===== src/rtl/seg_scan_ctrl.sv =====
// Time-multiplexed scan controller for a 4-digit common-anode 7-segment display.
// Every output is registered. Each digit slot opens with a dead-time window in which all anodes are off.
module seg_scan_ctrl #(
    parameter int CLK_DIV     = 100000,
    parameter int DEAD_CYCLES = 1000
) (
    input  logic        clk,
    input  logic        reset_n,
    input  logic        en,
    input  logic [15:0] digits,
    input  logic [3:0]  dp_in,
    input  logic [3:0]  blank,
    output logic [3:0]  an,
    output logic [6:0]  seg,
    output logic        dp,
    output logic [1:0]  digit_sel,
    output logic        tick
);

    localparam int            CW       = $clog2(CLK_DIV);
    localparam logic [CW-1:0] CNT_LAST = CW'(CLK_DIV - 1);
    localparam logic [CW-1:0] DEAD_W   = CW'(DEAD_CYCLES);

    typedef enum logic [1:0] {
        IDLE  = 2'd0,
        BLANK = 2'd1,
        DRIVE = 2'd2
    } state_t;

    state_t        state_r, state_nxt_s;
    logic [CW-1:0] cnt_r, cnt_nxt_s;
    logic [1:0]    idx_r, idx_nxt_s;
    logic          slot_start_s;
    logic          in_dead_s;
    logic          blank_eff_s;
    logic          blank_hold_r;
    logic [3:0]    nib_s;
    logic [3:0]    an_r;
    logic [6:0]    seg_r;
    logic          dp_r;
    logic          tick_r;

    // Hex nibble to active-low {g,f,e,d,c,b,a}
    function automatic logic [6:0] hex7(input logic [3:0] v);
        logic [6:0] s;
        case (v)
            4'h0:    s = 7'b1000000;
            4'h1:    s = 7'b1111001;
            4'h2:    s = 7'b0100100;
            4'h3:    s = 7'b0110000;
            4'h4:    s = 7'b0011001;
            4'h5:    s = 7'b0010010;
            4'h6:    s = 7'b0000010;
            4'h7:    s = 7'b1111000;
            4'h8:    s = 7'b0000000;
            4'h9:    s = 7'b0010000;
            4'hA:    s = 7'b0001000;
            4'hB:    s = 7'b0000011;
            4'hC:    s = 7'b1000110;
            4'hD:    s = 7'b0100001;
            4'hE:    s = 7'b0000110;
            4'hF:    s = 7'b0001110;
            default: s = 7'b1111111;
        endcase
        return s;
    endfunction

    // Next slot position, next state and slot-start detection
    always_comb begin
        cnt_nxt_s    = cnt_r;
        idx_nxt_s    = idx_r;
        slot_start_s = 1'b0;
        if (!en) begin
            cnt_nxt_s = {CW{1'b0}};
            idx_nxt_s = 2'd0;
        end else if (state_r == IDLE) begin
            cnt_nxt_s    = {CW{1'b0}};
            idx_nxt_s    = 2'd0;
            slot_start_s = 1'b1;
        end else if (cnt_r == CNT_LAST) begin
            cnt_nxt_s    = {CW{1'b0}};
            idx_nxt_s    = idx_r + 2'd1;
            slot_start_s = 1'b1;
        end else begin
            cnt_nxt_s = cnt_r + CW'(1);
        end

        in_dead_s = (DEAD_CYCLES != 0) && (cnt_nxt_s < DEAD_W);

        if (!en) begin
            state_nxt_s = IDLE;
        end else if (in_dead_s) begin
            state_nxt_s = BLANK;
        end else begin
            state_nxt_s = DRIVE;
        end

        // The blank mask is taken live on the slot's first cycle, then held.
        if (slot_start_s) begin
            blank_eff_s = blank[idx_nxt_s];
        end else begin
            blank_eff_s = blank_hold_r;
        end
        nib_s = digits[{idx_nxt_s, 2'b00} +: 4];
    end

    // State, slot counter and digit index registers
    always_ff @(posedge clk or negedge reset_n) begin
        if (!reset_n) begin
            state_r <= IDLE;
            cnt_r   <= {CW{1'b0}};
            idx_r   <= 2'd0;
        end else begin
            state_r <= state_nxt_s;
            cnt_r   <= cnt_nxt_s;
            idx_r   <= idx_nxt_s;
        end
    end

    // Output registers, loaded from next-state values so they line up with the slot they describe
    always_ff @(posedge clk or negedge reset_n) begin
        if (!reset_n) begin
            an_r         <= 4'b1111;
            seg_r        <= 7'b1111111;
            dp_r         <= 1'b1;
            tick_r       <= 1'b0;
            blank_hold_r <= 1'b0;
        end else if (state_nxt_s == IDLE) begin
            an_r         <= 4'b1111;
            seg_r        <= 7'b1111111;
            dp_r         <= 1'b1;
            tick_r       <= 1'b0;
            blank_hold_r <= 1'b0;
        end else begin
            if (slot_start_s) begin
                seg_r        <= hex7(nib_s);
                dp_r         <= ~dp_in[idx_nxt_s];
                blank_hold_r <= blank[idx_nxt_s];
            end else begin
                seg_r        <= seg_r;
                dp_r         <= dp_r;
                blank_hold_r <= blank_hold_r;
            end
            if ((state_nxt_s == DRIVE) && !blank_eff_s) begin
                an_r <= ~(4'b0001 << idx_nxt_s);
            end else begin
                an_r <= 4'b1111;
            end
            tick_r <= (cnt_nxt_s == CNT_LAST);
        end
    end

    assign an        = an_r;
    assign seg       = seg_r;
    assign dp        = dp_r;
    assign digit_sel = idx_r;
    assign tick      = tick_r;

endmodule


===== config.mk =====
export PLATFORM = sky130hd
export DESIGN_NAME = seg_scan_ctrl
export DESIGN_NICKNAME = d
export VERILOG_FILES = /design/src/rtl/seg_scan_ctrl.sv
export SDC_FILE = /design/constraint.sdc
export NUM_CORES = 1
export LEC_CHECK = 0
export ABC_AREA = 1
export BUFFER_PORTS_ARGS = -buffer_cell sky130_fd_sc_hd__buf_4
export CORE_ASPECT_RATIO = 1.75
export CORE_UTILIZATION = 60
export DETAILED_ROUTE_END_ITERATION = 8
export PLACE_DENSITY = 0.85
export SETUP_SLACK_MARGIN = 0.4
export SYNTH_ARGS = -nofsm -noshare
export SYNTH_HDL_FRONTEND = slang
export SYNTH_SLANG_ARGS = --single-unit

===== constraint.sdc =====
create_clock -name clk -period 4.9 [get_ports clk]
set_input_delay 1.47 -clock clk [delete_from_list [all_inputs] [get_ports clk]]
set_output_delay 1.47 -clock clk [all_outputs]
set_load 0.03 [all_outputs]

* Word-level counts from Yosys, hierarchy flattened *
Memory sizes are Yosys's and may differ from the RTL's.
Index checks and enable logic that the tools add are counted.
Widths: inputs -> output; s select.

word-level totals
  memories kept = 1
  ROM bits = 112
  bits of input ports = 27
  output and inout bits = 15
  bits in registers = 35
  word-level logic and storage cells = 49

memory list
  name              depth  bits a word  rd ports  clocked after Yosys merged registers in  wr ports  line  RTL
  (name not given)  16     7            1         0                                        0         46    case (v)

cells by class
  muxes and demuxes = 24
  add/subtract/negate cells = 2
  bitwise logic cells = 2
  reduce and logical (&&, ||, !) cells = 5
  $lt $le $gt $ge = 2
  equality and inequality tests = 3
  shifts and indexed selects = 2

operators by type and width
  operator               number
  $mux 17                3
  $eq 17x17->1 const B   2
  $add 17x1->17 const B  1
  $lt 17x10->1 const B   1
  $shiftx 16x5->4        1
  $mux 7                 2
  $mux 1                 10
  $mux 2                 5
  $mux 4                 2
  $bmux 1 s2             2
  $logic_not 2->1        2
  $not 4->4              1
  $shl 1x2->4 const A    1
  $lt 2x3->1 const B     1
  $add 2x1->2 const B    1
  $eq 2x2->1 const B     1
  $reduce_bool 2->1      1
  $logic_and 1x1->1      1
  $logic_not 1->1        1
  $not 1->1              1

* Longest topological paths before layout *
Gate-level depths: netlist of the first run.

  depth after elaboration = 11
  depth in mapped cells = 19

* Worst setup path after synthesis of the first run *
OpenSTA, ideal clock, no wires.

  path type = input port to flip-flop
  from = input en
  to = register seg_r[3], in the netlist seg[3]
  cell stages on the path = 15
  path slack = 1.909 ns
  data arrival time = 2.918 ns
  path through = inv_1 > nor2_8 > nand3_2 > buf_6 > o21ai_1 > nand2_1 > nand2_2 > inv_1 > ha_1 > inv_1 > nand3_1 > nand3_1 > nand3_1 > nand2_1 > inv_1

between the ends
  word-level cells in the longest chain between the ends = 6
  elaborated cells on any way between the ends = 12

RTL lines
  element                                                               line  RTL
  start, declared                                                       9     input logic en,
  parallel branches: the longest is 6 deep, another holds $mem_v2 16x7  -
  end signal, assigned                                                  136   seg_r <= hex7(nib_s);
  end signal, assigned                                                  140   seg_r <= seg_r;
  end, declared                                                         39    logic [6:0] seg_r;

Several ways; the timed one is not identified. The select of a mux whose other input is x is not followed.
A chain may end at the register's enable or synchronous reset.

* Worst setup path in the final report of the first run *
  from = input en
  to = register seg_r[3], in the netlist seg[3]

between the ends
  elaborated cells on any way between the ends = 12

RTL lines
  element           line  RTL
  $mux 2            73    if (!en) begin
  net idx_nxt_s[0]  32    logic [1:0] idx_r, idx_nxt_s;
  $shiftx 16x5->4   104   nib_s = digits[{idx_nxt_s, 2'b00} +: 4];
  $mem_v2 16x7      -
  $mux 7            135   if (slot_start_s) begin
  $mux 7            128   end else if (state_nxt_s == IDLE) begin

The timed path passes the listed nets, and every way through them passes these cells. The select of a mux whose other input is x is not followed.

==> reports/metrics.yaml, run 1 <==
layout_commonest_cell: "nand2_1"
hpwl_mm: 4.175
power_uw: 604.2
synth_compound_area_frac: 0.05216
final_cell_mix: "nand2_1 (73), inv_1 (45), buf_4 (41), nor2_1 (39), nand3_1 (31)"
place.gp.congestion: 0.8956
ys.flop_type: "dfrtp_1"
rsz0062_at_grt: "false"
irDropWorstVdd_v: 0.0001897
slowest_delay_ns: 0.27
synth_top_family_by_area: "simple AND/OR/NAND/NOR gates"
fin_hold_ws_ns: 0.4848
netlist-cell-type-count: 37
crit_top_cell: "inv_1"
drv_cap: 0
syn_inst: 310
synth-xor-area-share: 0.01863
startpoint: "en"
max_freq_mhz: 313.5
cts_resized: 0
diodes: 0
ys_warn_count: 0
fp.dieArea_um2: 4183
report.final.slew_viol_count: 0
rows: 29
comb_power_share: 0.146
worst_setup_path_end_kind: "flop"
async_flop_share: 1.000
syn_avg_cell_area_um2: 7.584
worst_setup_path_start_kind: "primary input"
reg2reg_depth: 17
post-cts-setup-buffers: 0
finalClockSkew_ns: 0.007303
synthMuxAreaShare: 0
ys_ff_latch: 35
path_buf_inv: 5
io_buffer_count: 41
ctsHoldBuffers: 0
grt.overflow.total: 0
crit_chain: "buf_4, inv_1, nor2_8, nand3_2, inv_1, nor2_2, nand2_1, nand3_2, ha_1, inv_1, nand3_1, nand3_1, nand3_1, nand2_1, inv_1"
coreArea_um2: 3701
cellInternalPower_uw: 448.1
reg2reg_to: "seg[3]"
crit_type: "in -> reg"
grt_max_degree: 36
pre_cts_ws_ns: 1.480
h-tree-depth: 2
cp_top_family: "simple AND/OR/NAND/NOR gates"
setup_ws_ns: 1.710
post_drt_wl_per_cell_um: 13.27
cts.clk_slew.worst_paths_ns: 0.07
clockBufferDepth: 2
antenna_found_initial: 0
clockRootBuffer: "clkbuf_8"
chipHeight_um: 84.81
hold_violations: 0
holdPathStages: 1
synthAdderAreaFrac: 0.03725
first_pass_iters: 4
max_slew_margin: 0.7131
syn_nets: 344
totalWireLength_mm: 5.347
r2r-start: "cnt_r[0]"
grt.total_usage: 0.2884
drc_errors: 0
grt_pass1_wl_mm: 9.225
io_pins: 42
numClockSinks: 35
cts_tree: "yes"
instances_no_fill: 403
die_x_um: 49.32
syn_area_um2: 2351
start_util: 0.6352
powerDensity_nw_per_um2: 216.4
final.setup.tns_ns: 0
setup-violations-final: 0
worst_pin_slew_ns: 0.4303
synth_enable_flop_cells: 0
area_growth_pct: 18.79
vias_per_cell: 5.350
layout.nets: 390
hold_end: "cnt_r[0]"
r2r_slack_ns: 2.16
crit_path_top_delay_cell: "ha_1"
p_sw_uw: 156.1
min_period_ns: 3.190
drive_gt1_frac: 0.2745
cp.arrival_ns: 3.41
ant_nets: 0
p_seq_frac: 0.503
synth-simple-area-share: 0.4226
cp_max_fo: 12
vias: 2156
period_share: 0.6511
clk_latency_ns: 0.28
swShare: 0.2584
ys_seq_area_frac: 0.3789
cts_made_buffers: 5
power_leakage_nw: 1.482
p_clk_frac: 0.351
place_inst: 395
status: "completed"
hold_class: "reg -> reg"
min-delay-start: "cnt_r[0]"
drt-initial-drc-count: 47
cp.required_ns: 5.12
first_global_vias: 2185
[sequential cells by signal (all words and copies together), names as in the netlist]
| signal | flops |
|---|---|
| an | 4 |
| blank_hold_r | 1 |
| cnt_r | 17 |
| digit_sel | 2 |
| dp | 1 |
| seg | 7 |
| state_r | 2 |
| tick | 1 |
[cell families (layout without fill, tap and decap cells)]
logic type               Yosys count  after routing
adder cells (fa/ha/maj)            7              7
AND/OR/NAND/NOR                  191            191
buffers and inverters             52             99
AO/OA/AOI/OAI                     20             20
XOR/XNOR                           5              5
flip-flops                        35             35
[routing by layer]
layer	share of wire	global-route usage	vias to the layer above	routed length, um
met5	0	0	-	0
met4	0.030	0.1604	0	163
met3	0.023	0.02899	16	122
met2	0.58	0.5479	60	3119
met1	0.36	0.2944	1003	1942
li1	-	-	1077	-
[worst max path at each step]
stage	end	slack (ns)	cells past startpoint
after floorplan	seg[3]	1.91	15
after global placement	seg[5]	1.58	14
after detailed placement	seg[3]	1.48	16
after CTS	seg[4]	1.75	15
after global routing	seg[4]	1.50	14
final	seg[3]	1.71	15
[through the flow]
stage	instance area, um^2	utilization
final	2793	0.7546
after CTS	2793	0.7546
after detailed placement	2701	0.7299
after floorplan	2351	-
after global routing	2793	0.7546
after global placement	2701	0.7299
[cell usage after synthesis (2+ instances only)]
master | count | share of area
nand4_1 | 10 | 0.027
nor2_1 | 39 | 0.062
ha_1 | 7 | 0.037
clkinv_4 | 2 | 0.0075
a31oi_1 | 2 | 0.0053
nand3_4 | 4 | 0.030
nand2_2 | 7 | 0.019
dfstp_2 | 12 | 0.13
nand3_2 | 4 | 0.017
inv_1 | 45 | 0.072
a21oi_1 | 6 | 0.013
dfrtp_1 | 23 | 0.24
o21ai_0 | 5 | 0.011
nor2_8 | 2 | 0.017
xor2_1 | 4 | 0.015
nor3_1 | 6 | 0.013
nand3_1 | 31 | 0.066
nor2_2 | 4 | 0.011
nand2_4 | 4 | 0.019
nand2_1 | 73 | 0.12
o21ai_1 | 2 | 0.0043
inv_2 | 3 | 0.0048
[layout make-up]
| cell class | count | area (um^2) |
|---|---|---|
| Clock inverter | 1 | 5.005 |
| Tap cell | 46 | 57.56 |
| Sequential cell | 35 | 890.9 |
| Inverter | 50 | 197.7 |
| Clock buffer | 7 | 86.33 |
| Fill cell | 306 | 908.4 |
| Timing Repair Buffer | 41 | 307.8 |
| Multi-Input combinational cell | 223 | 1247 |
[power groups by stage]
stage	clock network (mW)	logic (mW)	registers (mW)
after floorplan	0	0.0380	0.320
after global placement	0	0.0866	0.309
after detailed placement	0	0.0883	0.309
after CTS	0.216	0.0888	0.304
after global routing	0.230	0.0971	0.305
final	0.212	0.0881	0.304
No activity file was read; power rests on OpenSTA's default activity.
==> run 2, diff against run 1 <==
ABC_AREA = 0   (was 1)
CORE_UTILIZATION = 51   (was 60)
PLACE_DENSITY = 0.76   (was 0.85)
clock period = 2.8 ns   (was 4.9 ns; I/O delays follow)
==> run 2 against run 1 <==
Non-clock buffer count up 53. Critical path depth shrank 5. Core utilization shrank 1.6 points. Global-route usage about the same. Via count rose by 18%. Critical path type is now reg -> reg. Largest cell class unchanged. Worst hold slack got worse by 0.0060 ns. The flow now finishes with violations (negative setup slack). Clock skew is essentially flat. Clock power increased by 130%. Setup slack got worse by 1.9 ns.
==> reports/metrics.yaml, run 2 <==
status: "finished with violations"
violations: "negative setup slack"
grt_max_degree: 36  # unchanged
ys_ff_latch: 35  # unchanged
syn_avg_cell_area_um2: 8.985  # +18%
instances_no_fill: 424  # +5.2%
worst_setup_path_start_kind: "flop"
antenna_found_initial: 0  # unchanged
synthTopCellsByCount: "nor2_1 (32), nand2_1 (27), dfrtp_1 (23)"
pre_cts_ws_ns: -0.1874  # -1.667 ns
cts_made_buffers: 5  # unchanged
coreArea_um2: 4790  # +29%
drv_cap: 0  # unchanged
synth_area_leaders: "dfrtp_1 (22%), dfstp_2 (12%), nor2_1 (4.7%), mux2i_1 (4.3%), xnor2_1 (4.1%)"
ys.flop_type: "dfrtp_1"
crit_path_top_delay_cell: "or4_4"
ys_warn_count: 0  # unchanged
ys_seq_area_frac: 0.3455  # -0.03346
max_freq_mhz: 335.3
powerDensity_nw_per_um2: 345.4  # +60%
place.gp.congestion: 0.8915  # -0.46%
power_leakage_nw: 1.556  # +5.0%
vias_per_cell: 5.983  # +12%
cts_tree: "yes"
totalWireLength_mm: 7.387  # +38%
cp.required_ns: 3.03  # -2.09 ns
fin_hold_ws_ns: 0.4788  # -0.005959 ns
area_growth_pct: 37.17
final_cell_mix: "buf_4 (90), nor2_1 (31), nand2_1 (26), dfrtp_1 (23)"
layout_commonest_cell: "buf_4"
grt.total_usage: 0.2889  # +0.0004669
vias: 2537  # +18%
crit_chain: "or4b_4, or4_4, nand2_4, o311ai_4, a32oi_4, inv_2, ha_2, or2b_1, o221ai_1, a21oi_1"
hold_class: "in -> async"
largest_register_ffs: 17  # unchanged
start_util: 0.5384  # -0.09683
synth_enable_flop_cells: 0  # unchanged
design_area_um2: 3537  # +27%
hold_violations: 0  # unchanged
yosysTopAreaCell: "dfrtp_1"
ant_nets: 0  # unchanged
drc_errors: 0  # unchanged
grt.overflow.total: 0  # unchanged
syn_nets: 321  # -6.7%
layout.nets: 405  # +3.8%
setup-violations-final: 11  # +11
async_flop_share: 1.000  # unchanged
cp.arrival_ns: 3.21  # -0.20 ns
netlist-cell-type-count: 67  # +81%
syn_inst: 287  # -7.4%
drive_gt1_frac: 0.4059  # +0.1314
rows: 33  # +14%
hpwl_mm: 5.413  # +30%
period_share: 1.065
h-tree-depth: 2  # unchanged
path_buf_inv: 1  # -4
slowest_delay_ns: 0.61  # +0.34 ns
final.setup.tns_ns: -1.060  # -1.060 ns
post_drt_wl_per_cell_um: 17.42  # +31%
postPlaceCellArea_um2: 3229  # +20%
first_global_vias: 2574  # +18%
irDropWorstVdd_v: 0.0003700  # +95%
netlist.area_leader.share: 0.2232  # -0.02162
cp_top_family: "simple AND/OR/NAND/NOR gates"
clockRootBuffer: "clkbuf_8"
clk_latency_ns: 0.30  # +0.02 ns
finalClockSkew_ns: 0.007085  # -0.0002175 ns
drt-initial-drc-count: 98  # +110%
rsz0062_at_grt: "true"
cts.clk_slew.worst_paths_ns: 0.08  # about the same
report.final.slew_viol_count: 0  # unchanged
cp_max_fo: 7  # -5
worst_pin_slew_ns: 0.5773  # +0.1470 ns
io_buffer_count: 41  # unchanged
diodes: 0  # unchanged
place_inst: 409  # +3.5%
setup_ws_ns: -0.1821  # -1.892 ns
yosysMostFrequentCell: "nor2_1"
min_period_ns: 2.982
die_x_um: 55.75  # +13%
top_register: "cnt_r"
first_pass_iters: 4  # unchanged
worst_setup_path_end_kind: "flop"
chipHeight_um: 96.07  # +13%
crit_type: "reg -> reg"
io_pins: 42  # unchanged
fp.dieArea_um2: 5356  # +28%
grt_pass1_wl_mm: 11.72  # +27%
clockBufferDepth: 2  # unchanged
syn_area_um2: 2579  # +9.7%
max_slew_margin: 0.6152  # -0.09798
numClockSinks: 35  # unchanged
-- run 2: cell types whose count changed in the layout (fill, tap and decap cells not counted), moves of 6 or more --
cell,before,now
mux2i_1,0,10
nor2b_1,0,7
nand3_1,31,11
nand2_1,73,26
xnor2_1,1,12
inv_1,45,9
buf_4,41,90
nand2_2,7,0
and3_1,1,7
nor2_1,39,31
-- run 2: layout make-up --
cell class	instances	area [um^2]
fill	344	1252
sequential	35	890.9
clock inverter	3	43.79
multi-input combinational	224	1684
inverter	11	41.29
clock buffer	5	68.82
timing repair buffer	94	743.2
tap	52	65.06
-- run 2: worst paths after layout --
check,start,endpoint,slack (ns),cells past startpoint
max in group asynchronous,reset_n,seg[5],1.96,1
hold / removal,reset_n,digit_sel[1],0.48,1
hold reg to reg,dp,dp,0.49,2
min in group clk,dp,dp,0.49,2
setup reg to reg,cnt_r[6],seg[0],-0.18,10
setup / recovery,cnt_r[6],seg[0],-0.18,10
-- run 2: power breakdown --
group,switching [mW],internal [mW]
Clock,0.212,0.265
Sequential,0.00786,0.525
Combinational,0.112,0.0996
Total,0.332,0.890
-- run 2: per-layer routing --
metal | GRT usage | up-vias | part of all wire | wire (um)
met2 | 0.5301 | 82 | 0.56 | 4137
met5 | 0 | - | 0 | 0
met3 | 0.04032 | 31 | 0.037 | 270
li1 | - | 1199 | - | -
met1 | 0.2962 | 1225 | 0.36 | 2629
met4 | 0.2146 | 0 | 0.047 | 350
-- run 2: what timing repair did --
action | CTS | global route
hold buffers | 0 | 0
setup buffers | 5 | 1
pin swaps | 5 | 3
endpoints found under the setup margin | 16 | 16
cloned | 0 | 1
gates resized for setup | 13 | 12
-- run 2: cell families after synthesis --
family                     count (synthesis)  share of synthesized area
AOI/OAI and AO/OA                         55                     0.1650
xor gates and xnor gates                  21                    0.07133
adders and majority gates                  7                    0.03396
buffers and inverters                     28                    0.05434
DFF                                       35                     0.3455
muxes                                     13                    0.05143
and+or+nand+nor                          128                     0.2785
-- run 2: metrics by stage --
stage,power (mW),util
2_1_floorplan,0.6368,-
3_3_place_gp,0.7229,0.6742
3_5_place_dp,0.7284,0.6742
4_1_cts,1.212,0.7176
5_1_grt,1.254,0.7385
6_report,1.222,0.7385
==> run 3, diff against run 2 <==
REMOVE_ABC_BUFFERS = 1   (was unset)
==> run 3 against run 2 <==
The flow still finishes with violations (negative setup slack). Worst hold slack better by 0.0048 ns. Non-clock buffer count up 6. Register-to-register slack hardly changed. Cell count up 1.7%. Combinational power up 7%. Critical path type unchanged. Clock power is 9.4% lower. Largest cell class unchanged. Core utilization rose by 2.6 points. Final area is 3.5% higher. Critical path depth increased by 2. Setup slack better by 0.012 ns. Wire length is 8.4% higher.
==> reports/metrics.yaml, run 3 (synthesis gave the netlist of run 2 again) <==
clk_latency_ns: 0.30  # about the same
design_area_um2: 3662  # +3.5%
diodes: 0  # unchanged
crit_type: "reg -> reg"
cellInternalPower_uw: 859.9  # -3.4%
largest_register_ffs: 17  # unchanged
drc_errors: 0  # unchanged
drive_gt1_frac: 0.4512  # +0.04527
rows: 33  # unchanged
r2r_slack_ns: -0.17  # about the same
chipHeight_um: 96.07  # unchanged
die_x_um: 55.75  # unchanged
ant_nets: 0  # unchanged
drv_cap: 0  # unchanged
antenna_found_initial: 0  # unchanged
power_leakage_nw: 1.597  # +2.7%
power_mw: 1.192  # -2.5%
grt_max_degree: 36  # unchanged
hold_class: "in -> async"
first_global_vias: 2670  # +3.7%
p_clk_frac: 0.363  # -0.028
violations: "negative setup slack"
grt.overflow.total: 0  # unchanged
area_growth_pct: 42.02
fin_hold_ws_ns: 0.4837  # +0.004833 ns
numClockSinks: 35  # unchanged
coreArea_um2: 4790  # unchanged
final_cell_mix: "buf_4 (89), nor2_1 (30), nand2_1 (24), dfrtp_1 (23)"
cp.required_ns: 3.03  # about the same
instances_no_fill: 431  # +1.7%
multi_input_area_um2: 1753  # +4.1%
place.gp.congestion: 0.9101  # +2.1%
postPlaceCellArea_um2: 3203  # -0.81%
cts_made_buffers: 5  # unchanged
irDropWorstVdd_v: 0.0003223  # -13%
grt_pass1_wl_mm: 12.51  # +6.8%
vias: 2616  # +3.1%
setup-violations-final: 11  # unchanged
fillers: 322  # -6.4%
h-tree-depth: 2  # unchanged
status: "finished with violations"
grt.total_usage: 0.3097  # +0.02084
comb_power_share: 0.190  # +0.017
cts_tree: "yes"
rsz0062_at_grt: "true"
finalClockSkew_ns: 0.007550  # +0.0004647 ns
powerDensity_nw_per_um2: 325.4  # -5.8%
swShare: 0.2784  # +0.007007
layout_commonest_cell: "buf_4"
vias_per_cell: 6.070  # +1.4%
regArea_um2: 890.9  # unchanged
drt-initial-drc-count: 101  # +3.1%
cts.clk_slew.worst_paths_ns: 0.08  # about the same
clockBufferDepth: 2  # unchanged
first_pass_iters: 4  # unchanged
worst_setup_path_end_kind: "flop"
ctsHoldBuffers: 0  # unchanged
io_buffer_count: 41  # unchanged
cp_max_fo: 5  # -2
p_seq_frac: 0.448  # +0.012
totalWireLength_mm: 8.010  # +8.4%
layout.nets: 412  # +1.7%
max_slew_margin: 0.5739  # -0.04129
reg2reg_depth: 12  # +2
post_drt_wl_per_cell_um: 18.58  # +6.7%
place_inst: 408  # -0.24%
start_util: 0.5384  # unchanged
max_freq_mhz: 336.7  # +0.40%
worst_setup_path_start_kind: "flop"
cp.arrival_ns: 3.20  # about the same
fp.dieArea_um2: 5356  # unchanged
worst_pin_slew_ns: 0.6392  # +0.06193 ns
setup_ws_ns: -0.1701  # +0.01196 ns
hpwl_mm: 5.481  # +1.3%
hold_violations: 0  # unchanged
report.final.slew_viol_count: 0  # unchanged
io_pins: 42  # unchanged
top_register: "cnt_r"
period_share: 1.061  # -0.004272
min_period_ns: 2.970  # -0.01196 ns
clockRootBuffer: "clkbuf_8"
p_sw_uw: 331.8  # about the same
fin_util: 0.7646  # +0.02612
## run 3: power groups by stage
stage | Clock (mW) | Sequential (mW) | Combinational (mW)
final | 0.432 | 0.533 | 0.226
after global routing | 0.461 | 0.534 | 0.242
after CTS | 0.444 | 0.533 | 0.205
after detailed placement | 0 | 0.542 | 0.187
after global placement | 0 | 0.541 | 0.184
after floorplan | 0 | 0.562 | 0.0676
## run 3: final timing paths
kind,startpoint,end
min in group clk,dp,dp
max in group asynchronous,reset_n,seg[1]
min,reset_n,cnt_r[0]
max,cnt_r[1],seg[4]
max reg2reg,cnt_r[1],seg[4]
min reg2reg,dp,dp
## run 3: final cells by class
| class | instances | area share |
|---|---|---|
| Clock buffer | 6 | 0.02562 |
| Inverter | 11 | 0.01127 |
| Tap cell | 52 | 0.01777 |
| Multi-Input combinational cell | 225 | 0.4786 |
| Timing Repair Buffer | 100 | 0.2197 |
| Clock inverter | 2 | 0.003758 |
| Sequential cell | 35 | 0.2433 |
## run 3: routing by layer
metal  vias to the layer above  share of wire  global-route usage
met3                        41          0.041             0.05780
met4                         0          0.069              0.2458
met1                      1258           0.34              0.2822
met2                       108           0.55              0.5914
met5                         -              0                   0
li1                       1209              -                   -
## run 3: worst max-delay path, cell delays in order (launching register included)
cell and delay (ns):
dfrtp_1 0.37, ha_2 0.19, or4b_1 0.44, or4_4 0.52, nor2_4 0.13, o32a_1 0.15
o21ai_1 0.08, a21o_2 0.30, inv_2 0.10, buf_4 0.12, ha_2 0.16, nor3b_2 0.04
o32a_1 0.28
## run 3: per-stage QoR
step	setup slack [ns]	TNS, ns
final	-0.1701	-1.130
after global placement	-0.1625	-0.6463
after detailed placement	-0.2054	-0.9620
after floorplan	-0.4062	-2.662
after CTS	-0.09840	-0.4222
after global routing	-0.2765	-2.176
## run 3: what timing repair did
item,4_1_cts,5_1_grt
setup buffers,9,5
pin swaps,18,10
cloned,1,0
endpoints found under the setup margin,16,23
gates resized for setup,31,24
